==> config.mk <==
export PLATFORM = sky130hd
export DESIGN_NAME = complex_mult_arbiter_flat
export DESIGN_NICKNAME = d
export VERILOG_FILES = /design/src/rtl/complex_mult_arbiter_if.sv /design/src/rtl/complex_mult_arbiter.sv /design/src/flat_wrapper.sv
export SDC_FILE = /design/constraint.sdc
export NUM_CORES = 1
export LEC_CHECK = 0
export ABC_CLOCK_PERIOD_IN_PS = 1100
export CAP_MARGIN = 20
export CORE_MARGIN = 5
export CORE_UTILIZATION = 34
export CTS_CLUSTER_DIAMETER = 30
export DETAILED_ROUTE_END_ITERATION = 12
export PLACE_DENSITY = 0.73
export SLEW_MARGIN = 15
export SYNTH_ARGS = -nofsm -noshare
export SYNTH_HDL_FRONTEND = slang
export SYNTH_SLANG_ARGS = --single-unit
export TNS_END_PERCENT = 50
==> constraint.sdc <==
create_clock -name clk -period 1.1 [get_ports clk]
set_input_delay 0.165 -clock clk [delete_from_list [all_inputs] [get_ports clk]]
set_output_delay 0.165 -clock clk [all_outputs]
set_load 0.02 [all_outputs]
==> src/rtl/complex_mult_arbiter_if.sv <==
// Bus bundle for complex_mult_arbiter. It carries two requester handshakes
// with their complex operand sets, the operand/result path to the shared
// complex multiplier, the per-requester response channels, and busy.
//   slave  : the arbiter's view (takes requests and results; drives ready,
//            multiplier operands, responses, busy)
//   master : the environment's view (requesters plus multiplier)
interface complex_mult_arbiter_if #(
  parameter int W = 8
);
  logic                req0_valid;
  logic                req1_valid;
  logic                req0_ready;
  logic                req1_ready;
  logic signed [W-1:0] req0_a1, req0_b1, req0_a2, req0_b2;
  logic signed [W-1:0] req1_a1, req1_b1, req1_a2, req1_b2;
  logic signed [W-1:0] m_a1, m_b1, m_a2, m_b2;
  logic signed [W-1:0] m_res_re, m_res_im;
  logic                resp0_valid;
  logic                resp1_valid;
  logic signed [W-1:0] resp0_re, resp0_im, resp1_re, resp1_im;
  logic                busy;

  modport slave (
    input  req0_valid, req1_valid,
    input  req0_a1, req0_b1, req0_a2, req0_b2,
    input  req1_a1, req1_b1, req1_a2, req1_b2,
    input  m_res_re, m_res_im,
    output req0_ready, req1_ready,
    output m_a1, m_b1, m_a2, m_b2,
    output resp0_valid, resp1_valid,
    output resp0_re, resp0_im, resp1_re, resp1_im,
    output busy
  );

  modport master (
    output req0_valid, req1_valid,
    output req0_a1, req0_b1, req0_a2, req0_b2,
    output req1_a1, req1_b1, req1_a2, req1_b2,
    output m_res_re, m_res_im,
    input  req0_ready, req1_ready,
    input  m_a1, m_b1, m_a2, m_b2,
    input  resp0_valid, resp1_valid,
    input  resp0_re, resp0_im, resp1_re, resp1_im,
    input  busy
  );
endinterface

==> src/rtl/complex_mult_arbiter.sv <==
// Round-robin arbiter sharing one pipelined complex multiplier between two
// requesters. Granted operands are registered onto m_a1..m_b2; a tag
// pipeline follows each operation through the multiplier latency and routes
// the returning result to the owning requester's response registers.
// Ports:
//   clk  : sole clock, rising edge
//   rst  : synchronous active-high reset
//   bus  : complex_mult_arbiter_if.slave (requests, multiplier path,
//          responses, busy)
module complex_mult_arbiter #(
  parameter int W        = 8,
  parameter int MULT_LAT = 2
) (
  input  logic                      clk,
  input  logic                      rst,
  complex_mult_arbiter_if.slave     bus
);

  localparam int unsigned LAT = MULT_LAT;

  // Arbitration / acceptance
  logic gnt0_c, gnt1_c, rdy0_c, rdy1_c, xfer_c;

  // Last-grant pointer: 0 or 1
  logic last_q, last_d;

  // Registered multiplier operands
  logic signed [W-1:0] m_a1_q, m_b1_q, m_a2_q, m_b2_q;
  logic signed [W-1:0] m_a1_d, m_b1_d, m_a2_d, m_b2_d;

  // Tag pipeline aligned with the multiplier stages
  logic [LAT-1:0] tag_vld_q, tag_vld_d;
  logic [LAT-1:0] tag_id_q,  tag_id_d;

  // Tag that has left the pipeline; its result is on m_res this cycle
  logic ret_vld_q, ret_vld_d;
  logic ret_id_q,  ret_id_d;

  // Response registers
  logic                resp0_valid_q, resp0_valid_d;
  logic                resp1_valid_q, resp1_valid_d;
  logic signed [W-1:0] resp0_re_q, resp0_im_q, resp1_re_q, resp1_im_q;
  logic signed [W-1:0] resp0_re_d, resp0_im_d, resp1_re_d, resp1_im_d;

  // Grant, operand mux, tag shift and response routing
  always_comb begin
    gnt0_c        = 1'b0;
    gnt1_c        = 1'b0;
    rdy0_c        = 1'b0;
    rdy1_c        = 1'b0;
    xfer_c        = 1'b0;
    last_d        = last_q;
    m_a1_d        = '0;
    m_b1_d        = '0;
    m_a2_d        = '0;
    m_b2_d        = '0;
    tag_vld_d     = '0;
    tag_id_d      = '0;
    ret_vld_d     = tag_vld_q[LAT-1];
    ret_id_d      = tag_id_q[LAT-1];
    resp0_valid_d = 1'b0;
    resp1_valid_d = 1'b0;
    resp0_re_d    = resp0_re_q;
    resp0_im_d    = resp0_im_q;
    resp1_re_d    = resp1_re_q;
    resp1_im_d    = resp1_im_q;

    // Contest goes to whoever was not granted last (last_q==1 favours 0)
    gnt0_c = bus.req0_valid & (~bus.req1_valid | last_q);
    gnt1_c = bus.req1_valid & (~bus.req0_valid | ~last_q);
    rdy0_c = gnt0_c & ~rst;
    rdy1_c = gnt1_c & ~rst;
    xfer_c = rdy0_c | rdy1_c;

    if (rdy0_c) begin
      last_d = 1'b0;
      m_a1_d = bus.req0_a1;
      m_b1_d = bus.req0_b1;
      m_a2_d = bus.req0_a2;
      m_b2_d = bus.req0_b2;
    end else if (rdy1_c) begin
      last_d = 1'b1;
      m_a1_d = bus.req1_a1;
      m_b1_d = bus.req1_b1;
      m_a2_d = bus.req1_a2;
      m_b2_d = bus.req1_b2;
    end

    tag_vld_d[0] = xfer_c;
    tag_id_d[0]  = rdy1_c;
    for (int i = 1; i < MULT_LAT; i++) begin
      tag_vld_d[i] = tag_vld_q[i-1];
      tag_id_d[i]  = tag_id_q[i-1];
    end

    // Result for the retiring tag is present on m_res during this cycle
    if (ret_vld_q) begin
      if (ret_id_q) begin
        resp1_valid_d = 1'b1;
        resp1_re_d    = bus.m_res_re;
        resp1_im_d    = bus.m_res_im;
      end else begin
        resp0_valid_d = 1'b1;
        resp0_re_d    = bus.m_res_re;
        resp0_im_d    = bus.m_res_im;
      end
    end
  end

  // State registers
  always_ff @(posedge clk) begin
    if (rst) begin
      last_q        <= 1'b1;
      m_a1_q        <= '0;
      m_b1_q        <= '0;
      m_a2_q        <= '0;
      m_b2_q        <= '0;
      tag_vld_q     <= '0;
      tag_id_q      <= '0;
      ret_vld_q     <= 1'b0;
      ret_id_q      <= 1'b0;
      resp0_valid_q <= 1'b0;
      resp1_valid_q <= 1'b0;
      resp0_re_q    <= '0;
      resp0_im_q    <= '0;
      resp1_re_q    <= '0;
      resp1_im_q    <= '0;
    end else begin
      last_q        <= last_d;
      m_a1_q        <= m_a1_d;
      m_b1_q        <= m_b1_d;
      m_a2_q        <= m_a2_d;
      m_b2_q        <= m_b2_d;
      tag_vld_q     <= tag_vld_d;
      tag_id_q      <= tag_id_d;
      ret_vld_q     <= ret_vld_d;
      ret_id_q      <= ret_id_d;
      resp0_valid_q <= resp0_valid_d;
      resp1_valid_q <= resp1_valid_d;
      resp0_re_q    <= resp0_re_d;
      resp0_im_q    <= resp0_im_d;
      resp1_re_q    <= resp1_re_d;
      resp1_im_q    <= resp1_im_d;
    end
  end

  assign bus.req0_ready  = rdy0_c;
  assign bus.req1_ready  = rdy1_c;
  assign bus.m_a1        = m_a1_q;
  assign bus.m_b1        = m_b1_q;
  assign bus.m_a2        = m_a2_q;
  assign bus.m_b2        = m_b2_q;
  assign bus.resp0_valid = resp0_valid_q;
  assign bus.resp1_valid = resp1_valid_q;
  assign bus.resp0_re    = resp0_re_q;
  assign bus.resp0_im    = resp0_im_q;
  assign bus.resp1_re    = resp1_re_q;
  assign bus.resp1_im    = resp1_im_q;
  // Anything in the tag pipeline or retiring still owes a response
  assign bus.busy        = (|tag_vld_q) | ret_vld_q;

endmodule

==> src/flat_wrapper.sv <==
// flat-port wrapper written by rule: the top's interface ports become plain ports
module complex_mult_arbiter_flat 
#(
  parameter int W        = 8,
  parameter int MULT_LAT = 2
)
  (clk, rst, bus_req0_valid, bus_req1_valid, bus_req0_a1, bus_req0_b1, bus_req0_a2, bus_req0_b2, bus_req1_a1, bus_req1_b1, bus_req1_a2, bus_req1_b2, bus_m_res_re, bus_m_res_im, bus_req0_ready, bus_req1_ready, bus_m_a1, bus_m_b1, bus_m_a2, bus_m_b2, bus_resp0_valid, bus_resp1_valid, bus_resp0_re, bus_resp0_im, bus_resp1_re, bus_resp1_im, bus_busy);
  complex_mult_arbiter_if #(.W(W)) bus_i ();
  input  logic clk;
  input  logic rst;
  input wire logic [$bits(bus_i.req0_valid)-1:0] bus_req0_valid;
  input wire logic [$bits(bus_i.req1_valid)-1:0] bus_req1_valid;
  input wire logic [$bits(bus_i.req0_a1)-1:0] bus_req0_a1;
  input wire logic [$bits(bus_i.req0_b1)-1:0] bus_req0_b1;
  input wire logic [$bits(bus_i.req0_a2)-1:0] bus_req0_a2;
  input wire logic [$bits(bus_i.req0_b2)-1:0] bus_req0_b2;
  input wire logic [$bits(bus_i.req1_a1)-1:0] bus_req1_a1;
  input wire logic [$bits(bus_i.req1_b1)-1:0] bus_req1_b1;
  input wire logic [$bits(bus_i.req1_a2)-1:0] bus_req1_a2;
  input wire logic [$bits(bus_i.req1_b2)-1:0] bus_req1_b2;
  input wire logic [$bits(bus_i.m_res_re)-1:0] bus_m_res_re;
  input wire logic [$bits(bus_i.m_res_im)-1:0] bus_m_res_im;
  output wire logic [$bits(bus_i.req0_ready)-1:0] bus_req0_ready;
  output wire logic [$bits(bus_i.req1_ready)-1:0] bus_req1_ready;
  output wire logic [$bits(bus_i.m_a1)-1:0] bus_m_a1;
  output wire logic [$bits(bus_i.m_b1)-1:0] bus_m_b1;
  output wire logic [$bits(bus_i.m_a2)-1:0] bus_m_a2;
  output wire logic [$bits(bus_i.m_b2)-1:0] bus_m_b2;
  output wire logic [$bits(bus_i.resp0_valid)-1:0] bus_resp0_valid;
  output wire logic [$bits(bus_i.resp1_valid)-1:0] bus_resp1_valid;
  output wire logic [$bits(bus_i.resp0_re)-1:0] bus_resp0_re;
  output wire logic [$bits(bus_i.resp0_im)-1:0] bus_resp0_im;
  output wire logic [$bits(bus_i.resp1_re)-1:0] bus_resp1_re;
  output wire logic [$bits(bus_i.resp1_im)-1:0] bus_resp1_im;
  output wire logic [$bits(bus_i.busy)-1:0] bus_busy;
  assign bus_i.req0_valid = bus_req0_valid;
  assign bus_i.req1_valid = bus_req1_valid;
  assign bus_i.req0_a1 = bus_req0_a1;
  assign bus_i.req0_b1 = bus_req0_b1;
  assign bus_i.req0_a2 = bus_req0_a2;
  assign bus_i.req0_b2 = bus_req0_b2;
  assign bus_i.req1_a1 = bus_req1_a1;
  assign bus_i.req1_b1 = bus_req1_b1;
  assign bus_i.req1_a2 = bus_req1_a2;
  assign bus_i.req1_b2 = bus_req1_b2;
  assign bus_i.m_res_re = bus_m_res_re;
  assign bus_i.m_res_im = bus_m_res_im;
  assign bus_req0_ready = bus_i.req0_ready;
  assign bus_req1_ready = bus_i.req1_ready;
  assign bus_m_a1 = bus_i.m_a1;
  assign bus_m_b1 = bus_i.m_b1;
  assign bus_m_a2 = bus_i.m_a2;
  assign bus_m_b2 = bus_i.m_b2;
  assign bus_resp0_valid = bus_i.resp0_valid;
  assign bus_resp1_valid = bus_i.resp1_valid;
  assign bus_resp0_re = bus_i.resp0_re;
  assign bus_resp0_im = bus_i.resp0_im;
  assign bus_resp1_re = bus_i.resp1_re;
  assign bus_resp1_im = bus_i.resp1_im;
  assign bus_busy = bus_i.busy;
  complex_mult_arbiter #(.W(W), .MULT_LAT(MULT_LAT)) u_core (.clk(clk), .rst(rst), .bus(bus_i));
endmodule
=== Word-level counts from Yosys, hierarchy flattened ===
Index checks and enable logic that the tools add are counted.

* Register bits: 73
* Latch bits: 0
* Memory bits (writable): 0
* Bits in read-only memories: 0
* Bits of input ports: 84
* Output and inout port bits: 69
* Word-level logic and storage cells: 46
* Memories: 0

* Add/subtract/negate cells: 0
* Multipliers: 0
* Divide/modulo/power cells: 0
* Magnitude comparators: 0
* Eq/ne operators: 0
* Shifts and indexed selects: 0
* Multiplexer cells: 12
* Bitwise operators: 14
* Reduce and logical (&&, ||, !) cells: 5

{| class="wikitable"
|+ Operators by type and width
! operator !! number
|-
| $mux W8 || 8
|-
| $not A1 Y1 || 6
|-
| $and A1 B1 Y1 || 4
|-
| $mux W1 || 4
|-
| $or A1 B1 Y1 || 4
|-
| $reduce_and A2 Y1 || 2
|-
| $reduce_or A2 Y1 || 2
|-
| $reduce_bool A2 Y1 || 1
|}

=== Logic depth before layout (Yosys ltp) ===
Gate-level depths: netlist of run 1.

* Depth after elaboration: 6
* Gate-level depth with buffers: 5

=== Worst setup path before layout of run 1 ===
No wires, ideal clock.

* Path type: register -> output
* Start point: register u_core.last_q
* End point: output port bus_req0_ready
* Arrival: 1.075 ns
* Setup slack: -0.140 ns
* Cell stages (with the launch flop): 6
* Path buffers: 2
* Path through: dfxtp_1 > nand2b_1 > buf_6 > buf_8 > nand2_1 > nor2_1

* Cells in the longest elaborated chain, start to end: 3

{| class="wikitable"
|+ Ends and longest elaborated chain
! element !! RTL line !! text
|-
| start: declaration || complex_mult_arbiter.sv:25 || <nowiki>logic last_q, last_d;</nowiki>
|-
| start signal: assignment || complex_mult_arbiter.sv:129 || <nowiki>last_q <= last_d;</nowiki>
|-
| $or A1 B1 Y1 || complex_mult_arbiter.sv:69 || <nowiki>gnt0_c = bus.req0_valid & (~bus.req1_valid | last_q);</nowiki>
|-
| $and A1 B1 Y1 || complex_mult_arbiter.sv:69 ||
|-
| $and A1 B1 Y1 || complex_mult_arbiter.sv:71 || <nowiki>rdy0_c = gnt0_c & ~rst;</nowiki>
|-
| end: declaration || flat_wrapper.sv:23 || <nowiki>output wire logic [$bits(bus_i.req0_ready)-1:0] bus_req0_ready;</nowiki>
|}

No other way between the ends.

=== Worst setup path in the final report of run 1 ===
* Start point: register u_core.tag_vld_q[1]
* End point: output port bus_busy

* Cells in the longest elaborated chain, start to end: 2

{| class="wikitable"
|+ Ends and longest elaborated chain
! element !! RTL line !! text
|-
| start: declaration || complex_mult_arbiter.sv:32 || <nowiki>logic [LAT-1:0] tag_vld_q, tag_vld_d;</nowiki>
|-
| start signal: assignment || complex_mult_arbiter.sv:134 || <nowiki>tag_vld_q <= tag_vld_d;</nowiki>
|-
| $reduce_or A2 Y1 || complex_mult_arbiter.sv:160 || <nowiki>assign bus.busy = (|tag_vld_q) | ret_vld_q;</nowiki>
|-
| $or A1 B1 Y1 || complex_mult_arbiter.sv:160 ||
|-
| end: declaration || flat_wrapper.sv:35 || <nowiki>output wire logic [$bits(bus_i.busy)-1:0] bus_busy;</nowiki>
|}

No other way between the ends.

==> results of run 1 <==
-- metrics by stage --
step           setup TNS, ns  cells
3_3_place_gp          -18.88    520
3_5_place_dp          -21.36    520
6_report               -2.27    545
2_1_floorplan       -0.00681    281
4_1_cts               -0.658    536
5_1_grt                -3.33    545
-- worst max-delay path: stages, from the launching register on --
cell and delay [ns]:
dfxtp_1 0.31, or3_4 0.38, buf_6 0.14
-- layout make-up --
cell class | instances | area (µm²) | share of cell area [%]
clock buffer | 11 | 141 | 3.15
antenna | 1 | 2.50 | 0.0557
sequential | 73 | 1470 | 32.8
tap | 102 | 128 | 2.84
timing repair buffer | 170 | 1470 | 32.8
clock inverter | 5 | 103 | 2.29
multi-input combinational | 183 | 1170 | 26.1
-- Yosys cell counts, drive strengths merged --
master	number
clkbuf	5
nor2	35
a21oi	32
a21boi	1
nor2b	6
and2b	1
buf	21
or3	1
nor3b	1
dfxtp	73
a32oi	32
nand2	67
nand2b	3
and3b	1
and2	1
o21ai	1
-- layer usage --
layer  vias up  wire length [µm]  global-route usage, %  part of all wire [%]
met1      1194              3290                   16.4                    37
met4         0               161                   6.39                   1.8
met2       130              4370                   25.7                    49
met3        11              1040                   9.21                    12
li1       1280                 -                      -                     -
met5         -                 0                      0                     0
-- registers in the layout (all words and copies together), names as in the netlist --
signal,count
u_core.bus.m_a1,8
u_core.bus.m_a2,8
u_core.bus.m_b1,8
u_core.bus.m_b2,8
u_core.bus.resp0_im,8
u_core.bus.resp0_re,8
u_core.bus.resp1_im,8
u_core.bus.resp1_re,8
u_core.tag_id_q,2
u_core.tag_vld_q,2
u_core.bus.resp0_valid,1
u_core.bus.resp1_valid,1
u_core.last_q,1
u_core.ret_id_q,1
u_core.ret_vld_q,1
-- where the power goes --
part           total, mW  leakage [nW]  switching (mW)  internal [mW]
Sequential          2.78         0.598          0.0360           2.74
Clock               2.54         0.120           0.969           1.57
Combinational       1.04          1.13           0.490          0.549
-- worst min path at each step --
stage               cells past startpoint  slack, ns             endpoint          startpoint
floorplan                               2       0.29  u_core.tag_vld_q[0]      bus_req1_valid
global placement                        1       0.42      u_core.ret_id_q  u_core.tag_id_q[1]
detailed placement                      1       0.43   u_core.tag_id_q[1]  u_core.tag_id_q[0]
CTS                                     3       0.32   u_core.bus.m_a1[2]                 rst
global route                            4       0.25  u_core.tag_vld_q[0]      bus_req1_valid
finish                                  4       0.27  u_core.tag_vld_q[0]      bus_req1_valid
-- logic make-up (layout without fill, tap and decap cells) --
group | Yosys count | count (layout)
compound gates | 66 | 66
buf+inv | 26 | 186
flops | 73 | 73
other cells | 0 | 1
simple gates | 116 | 117
-- what timing repair did --
action,4_1_cts,5_1_grt
buffers inserted,0,2
resized for setup,264,68
endpoints found under the setup margin,133,72
hold buffers,0,0
cloned,0,6
pin swaps,3,11
==> results.md, run 1 <==
* RD Place Congestion at ~0.74
* Vias/cell at 4.80
* Io pins at about 150
* CTS buffer count at 9
* Core Util, Final at around three fifths
* CTS tree: built
* Fin area at about 4500 µm²
* Startpoint types: register
* Total Die Area at between 9000 and 10000 µm²
* HPWL Detailed at approximately 5600 µm
* First DRT Iteration DRCs at 72
* Row count at 32
* Kind of critical path: register to output pin
* Rel. slew slack at about two thirds
* Post-Synth Simple-Gate Area at ~18%
* Register-to-Register Path Depth at 5
* Detailed Route WL at a little under 9000 µm
* Final period utilization at 120%
* GRT Overall Usage at between 15 and 20%
* R2R Path End: u_core.bus.m_a1[6]
* Crit path launch: u_core.tag_vld_q[1]
* Worst Setup Slack, final at -0.219 ns
* Final setup fails at 19
* CP endpoint: bus_busy
* Status: finished with violations
* Drt wl/cell at about 16 µm
* Area leader, netlist: dfxtp_1
* Reg clk slew, reported paths at 0.07 ns
* Synthesized area at roughly 2600 µm²
* Fill cell count at between 600 and 700
* Worst Skew at around 0.0086 ns
* Pwr per Cell Area at between 1000 and 1500 nW/µm²
* Power Total at 6.36 mW
* Peak VDD IR at around 0.00076 V
* H-tree depth at 3
* Share of cells above drive strength 1 at 33.3%
* Clock root buffer: clkbuf_8
* Reg-to-reg setup timing slack at -0.14 ns
* XOR/XNOR share of the synthesized area at 0%
* Leak Pwr at between 1.5 and 2 nW
* Largest family of logic cells by synthesized area: compound AO/OA/AOI/OAI gates
* Worst setup EP type: output pin
* Slew @ Worst Pin at 0.500 ns
* Vias in the first global route at around 2600
* #FFs+latches synth at 73
* Synth-to-Final Area Change at 70.7%
* Worst skew pair latency at roughly 0.33 ns
* Port buffer count at 152
* Initial antenna violation count at 1
* Most frequent cells in the layout: clkdlybuf4s50_1, dfxtp_1, buf_2
* Fmax at 0.758 GHz
* Remaining antenna violation count at 0
* Placed Area at 4190 µm²
* Synthesis warning total at 0
* MaxCap Viol Count at 0
* Register area share after synthesis at a little under three fifths
* Crit path DAT at approximately 1.2 ns
* First-pass GRT wire length at 12200 µm
* Post-synthesis mux area share at 0%
* Synth Area in Compound Gates at 18.4%
* GRT overflow at 0
* Clock tree sinks at 73
* Final Hold Fails at 0
* Slew Limit Fails at 0
* Most common cell after layout, fill and taps aside: clkdlybuf4s50_1
* FF-to-FF Start: u_core.last_q
* Vias at 2615
* DRC Markers at 0
* Area contributors post-synth: dfxtp_1, a32oi_1, nand2_1
* Hold Crit Class: input port to register
* Drt first pass iters at 5
* Die height at between 90 and 100 µm
* Min Hold Slack at approximately 0.27 ns
* Failing checks: setup timing
* Pin count of the biggest net entering global routing at 48
* Syn Nets at 365
* Starting Density at around a third
* RSZ-0062 raised after global routing: yes
* Minimum clock period at about 1.3 ns
* Post-layout net count at approximately 520
* Die X at between 90 and 100 µm
* Post-synth cell types at 21
* Core area at approximately 7600 µm²
* Syn_area_per_cell at ~9.4 µm²
* Top cell type's share of synthesized area at ~56%
* Syn Inst Count at around 280
* Critical Path Fanout Max at 2
* Post-synthesis adder-cell area fraction at 0%
* Req. time, crit path at between 0.9 and 1 ns
* CTS Buffer Depth at 2
* Setup slack at placement at -0.724 ns
(Power assumes the default switching activity.)
==> run 2: changes to the inputs <==
SKIP_CTS_REPAIR_TIMING = 1   (was unset)
==> run 2 against run 1 <==
  * The run still ends with setup timing left
  * Clock power barely moved
  * Worst setup slack better by 0.0036 ns
  * Final cell count down 1.5%
  * Maximum frequency grew 0.27%
  * Clock skew decreased by 0.00055 ns
  * Largest cell class unchanged
==> results.md, run 2 (synthesis gave the netlist of run 1 again) <==
* R2R Path End: u_core.bus.m_b2[6] (was u_core.bus.m_a1[6])
* Worst Setup Slack, final at -0.216 ns (was -0.219 ns)
* Register area at 1470 µm² (about the same)
* Startpoint types: register (unchanged)
* FF-to-FF Start: u_core.last_q (unchanged)
* First DRT Iteration DRCs at 78 (was 72)
* Peak VDD IR at 0.000757 V (was 0.000761 V)
* Multi-input logic area at 1020 µm² (was 1170 µm²)
* Reg clk slew, reported paths at 0.07 ns (about the same)
* Fmax at 0.760 GHz (was 0.758 GHz)
* Hold path cells at 4 (unchanged)
* Worst Skew at 0.00803 ns (was 0.00858 ns)
* Cell-internal power at 4.82 mW (was 4.86 mW)
* Minimum clock period at 1.32 ns (about the same)
* Clock root buffer: clkbuf_8 (unchanged)
* CTS Buffer Depth at 2 (unchanged)
* Synth-to-Final Area Change at 66.5% (was 70.7%)
* Failing checks: setup timing (unchanged)
* Comb pwr share at 14.8% (was 16.4%)
* CTS tree: built (unchanged)
* GRT overflow at 0 (unchanged)
* Switching power at 1.42 mW (was 1.50 mW)
* Req. time, crit path at 0.94 ns (about the same)
* MaxCap Viol Count at 0 (unchanged)
* Most common cell after layout, fill and taps aside: clkdlybuf4s50_1 (unchanged)
* Remaining antenna violation count at 0 (unchanged)
* Worst setup EP type: output pin (unchanged)
* RSZ-0062 raised after global routing: yes (unchanged)
* Pin count of the biggest net entering global routing at 48 (unchanged)
* Total Die Area at 9590 µm² (unchanged)
* CP peak stage delay at 0.38 ns (about the same)
* Die X at 98.0 µm (unchanged)
* Setup tns final at -0.590 ns (was -2.27 ns)
* Worst skew pair latency at 0.33 ns (about the same)
* Drt first pass iters at 4 (was 5)
* Setup slack at placement at -0.724 ns (unchanged)
* Final Hold Fails at 0 (unchanged)
* Placed Area at 4190 µm² (unchanged)
* Clock tree sinks at 73 (unchanged)
* Crit path DAT at 1.15 ns (about the same)
* Row count at 32 (unchanged)
* Vias in the first global route at 2570 (was 2585)
* Final setup fails at 3 (was 19)
* Worst path cell trace: or3_4 > buf_6 (unchanged)
* Critical Path Fanout Max at 2 (unchanged)
* GRT Overall Usage at 15.6% (was 15.7%)
* Drt wl/cell at 14.1 µm (was 16.3 µm)
* Final period utilization at 120% (about the same)
* Crit-path leading delay family: simple AND/OR/NAND/NOR gates (unchanged)
* Starting Density at 34.4% (unchanged)
* Fin area at 4380 µm² (was 4490 µm²)
* Hold Crit Class: input port to register (unchanged)
* Status: finished with violations (unchanged)
* Core area at 7650 µm² (unchanged)
* Port buffer count at 152 (unchanged)
* Seq pwr share at 44.6% (was 43.7%)
* Vias at 2511 (was 2615)
* Clock power share at 40.6% (was 39.9%)
* Initial antenna violation count at 1 (unchanged)
* Vias/cell at 4.68 (was 4.80)
* Die height at 98.0 µm (unchanged)
* Slew @ Worst Pin at 0.499 ns (was 0.500 ns)
* First-pass GRT wire length at 12100 µm (was 12200 µm)
* Worst path slowest cell: or3_4 (unchanged)
* Io pins at 153 (unchanged)
* Post-layout net count at 513 (was 521)
* Reg-to-reg setup timing slack at 0 ns (was -0.14 ns)
* Fill cell count at 683 (was 658)
* Rel. slew slack at 66.7% (about the same)
* H-tree depth at 3 (unchanged)
* Buf+Inv Stages, Crit Path at 1 (unchanged)
* Leak Pwr at 2.11 nW (was 1.85 nW)
* Hold Path Origin: bus_req1_valid (unchanged)
* CTS buffer count at 9 (unchanged)
* HPWL Detailed at 5640 µm (unchanged)
* Most frequent cells in the layout: clkdlybuf4s50_1, dfxtp_1, nand2_1 (was clkdlybuf4s50_1, dfxtp_1, buf_2)
* Slew Limit Fails at 0 (unchanged)
* RD Place Congestion at 0.737 (unchanged)
* Pwr per Cell Area at 1420 nW/µm² (about the same)
* Hold path endpoint: u_core.tag_vld_q[0] (unchanged)
* Kind of critical path: register to output pin (unchanged)
* Share of cells above drive strength 1 at 20.5% (was 33.3%)
* Switching Fraction at 22.7% (was 23.5%)
* Register-to-Register Path Depth at 4 (was 5)
* DRC Markers at 0 (unchanged)
* Detailed Route WL at 7570 µm (was 8870 µm)
==> run 2: cell type report <==
| type | count | share of cell area, % |
|---|---|---|
| Timing Repair Buffer | 163 | 34.7 |
| Sequential cell | 73 | 33.5 |
| Multi-Input combinational cell | 182 | 23.2 |
| Clock buffer | 11 | 3.23 |
| Tap cell | 102 | 2.92 |
| Clock inverter | 5 | 2.34 |
| Antenna cell | 1 | 0.0572 |
==> run 2: power by group through the flow <==
stage               registers (mW)  logic (mW)  clock network, mW
floorplan                     2.96       0.298                  0
global placement              2.84       0.947                  0
detailed placement            2.85       0.953                  0
CTS                           2.78       0.957               2.60
global route                  2.79       0.997               2.73
finish                        2.78       0.924               2.53
==> run 2: per-layer routing <==
metal | track usage [%] | part of all wire [%]
met1 | 16.3 | 39
met2 | 25.5 | 46
met3 | 9.36 | 13
met4 | 6.39 | 1.4
met5 | 0 | 0
==> run 2: worst register-to-register path, delay by kind of cell (launching register included) <==
| kind | cells | cell delay, ns |
|---|---|---|
| flip-flops | 1 | 0.36 |
| AND/OR/NAND/NOR | 2 | 0.22 |
| AO/OA/AOI/OAI | 1 | 0.21 |
| buffers and inverters | 1 | 0.17 |
==> run 2: metrics by stage <==
| step | power (mW) | utilization (%) | instances | hold slack (ns) |
|---|---|---|---|---|
| floorplan | 3.26 | - | 281 | 0.286 |
| global placement | 3.79 | 54.8 | 520 | 0.416 |
| detailed placement | 3.80 | 54.8 | 520 | 0.430 |
| CTS | 6.34 | 58.0 | 536 | 0.321 |
| global route | 6.52 | 57.2 | 537 | 0.253 |
| finish | 6.24 | 57.2 | 537 | 0.246 |
==> run 2: worst max path at each step <==
stage | start | endpoint | slack [ns] | cells after the start
after floorplan | u_core.last_q | bus_req1_ready | -0.007 | 3
after global placement | bus_req0_valid | bus_req1_ready | -0.67 | 4
after detailed placement | bus_req0_valid | bus_req1_ready | -0.72 | 4
after CTS | bus_req0_valid | bus_req1_ready | -0.72 | 4
after global routing | u_core.tag_vld_q[0] | bus_busy | -0.26 | 2
final | u_core.tag_vld_q[0] | bus_busy | -0.22 | 2
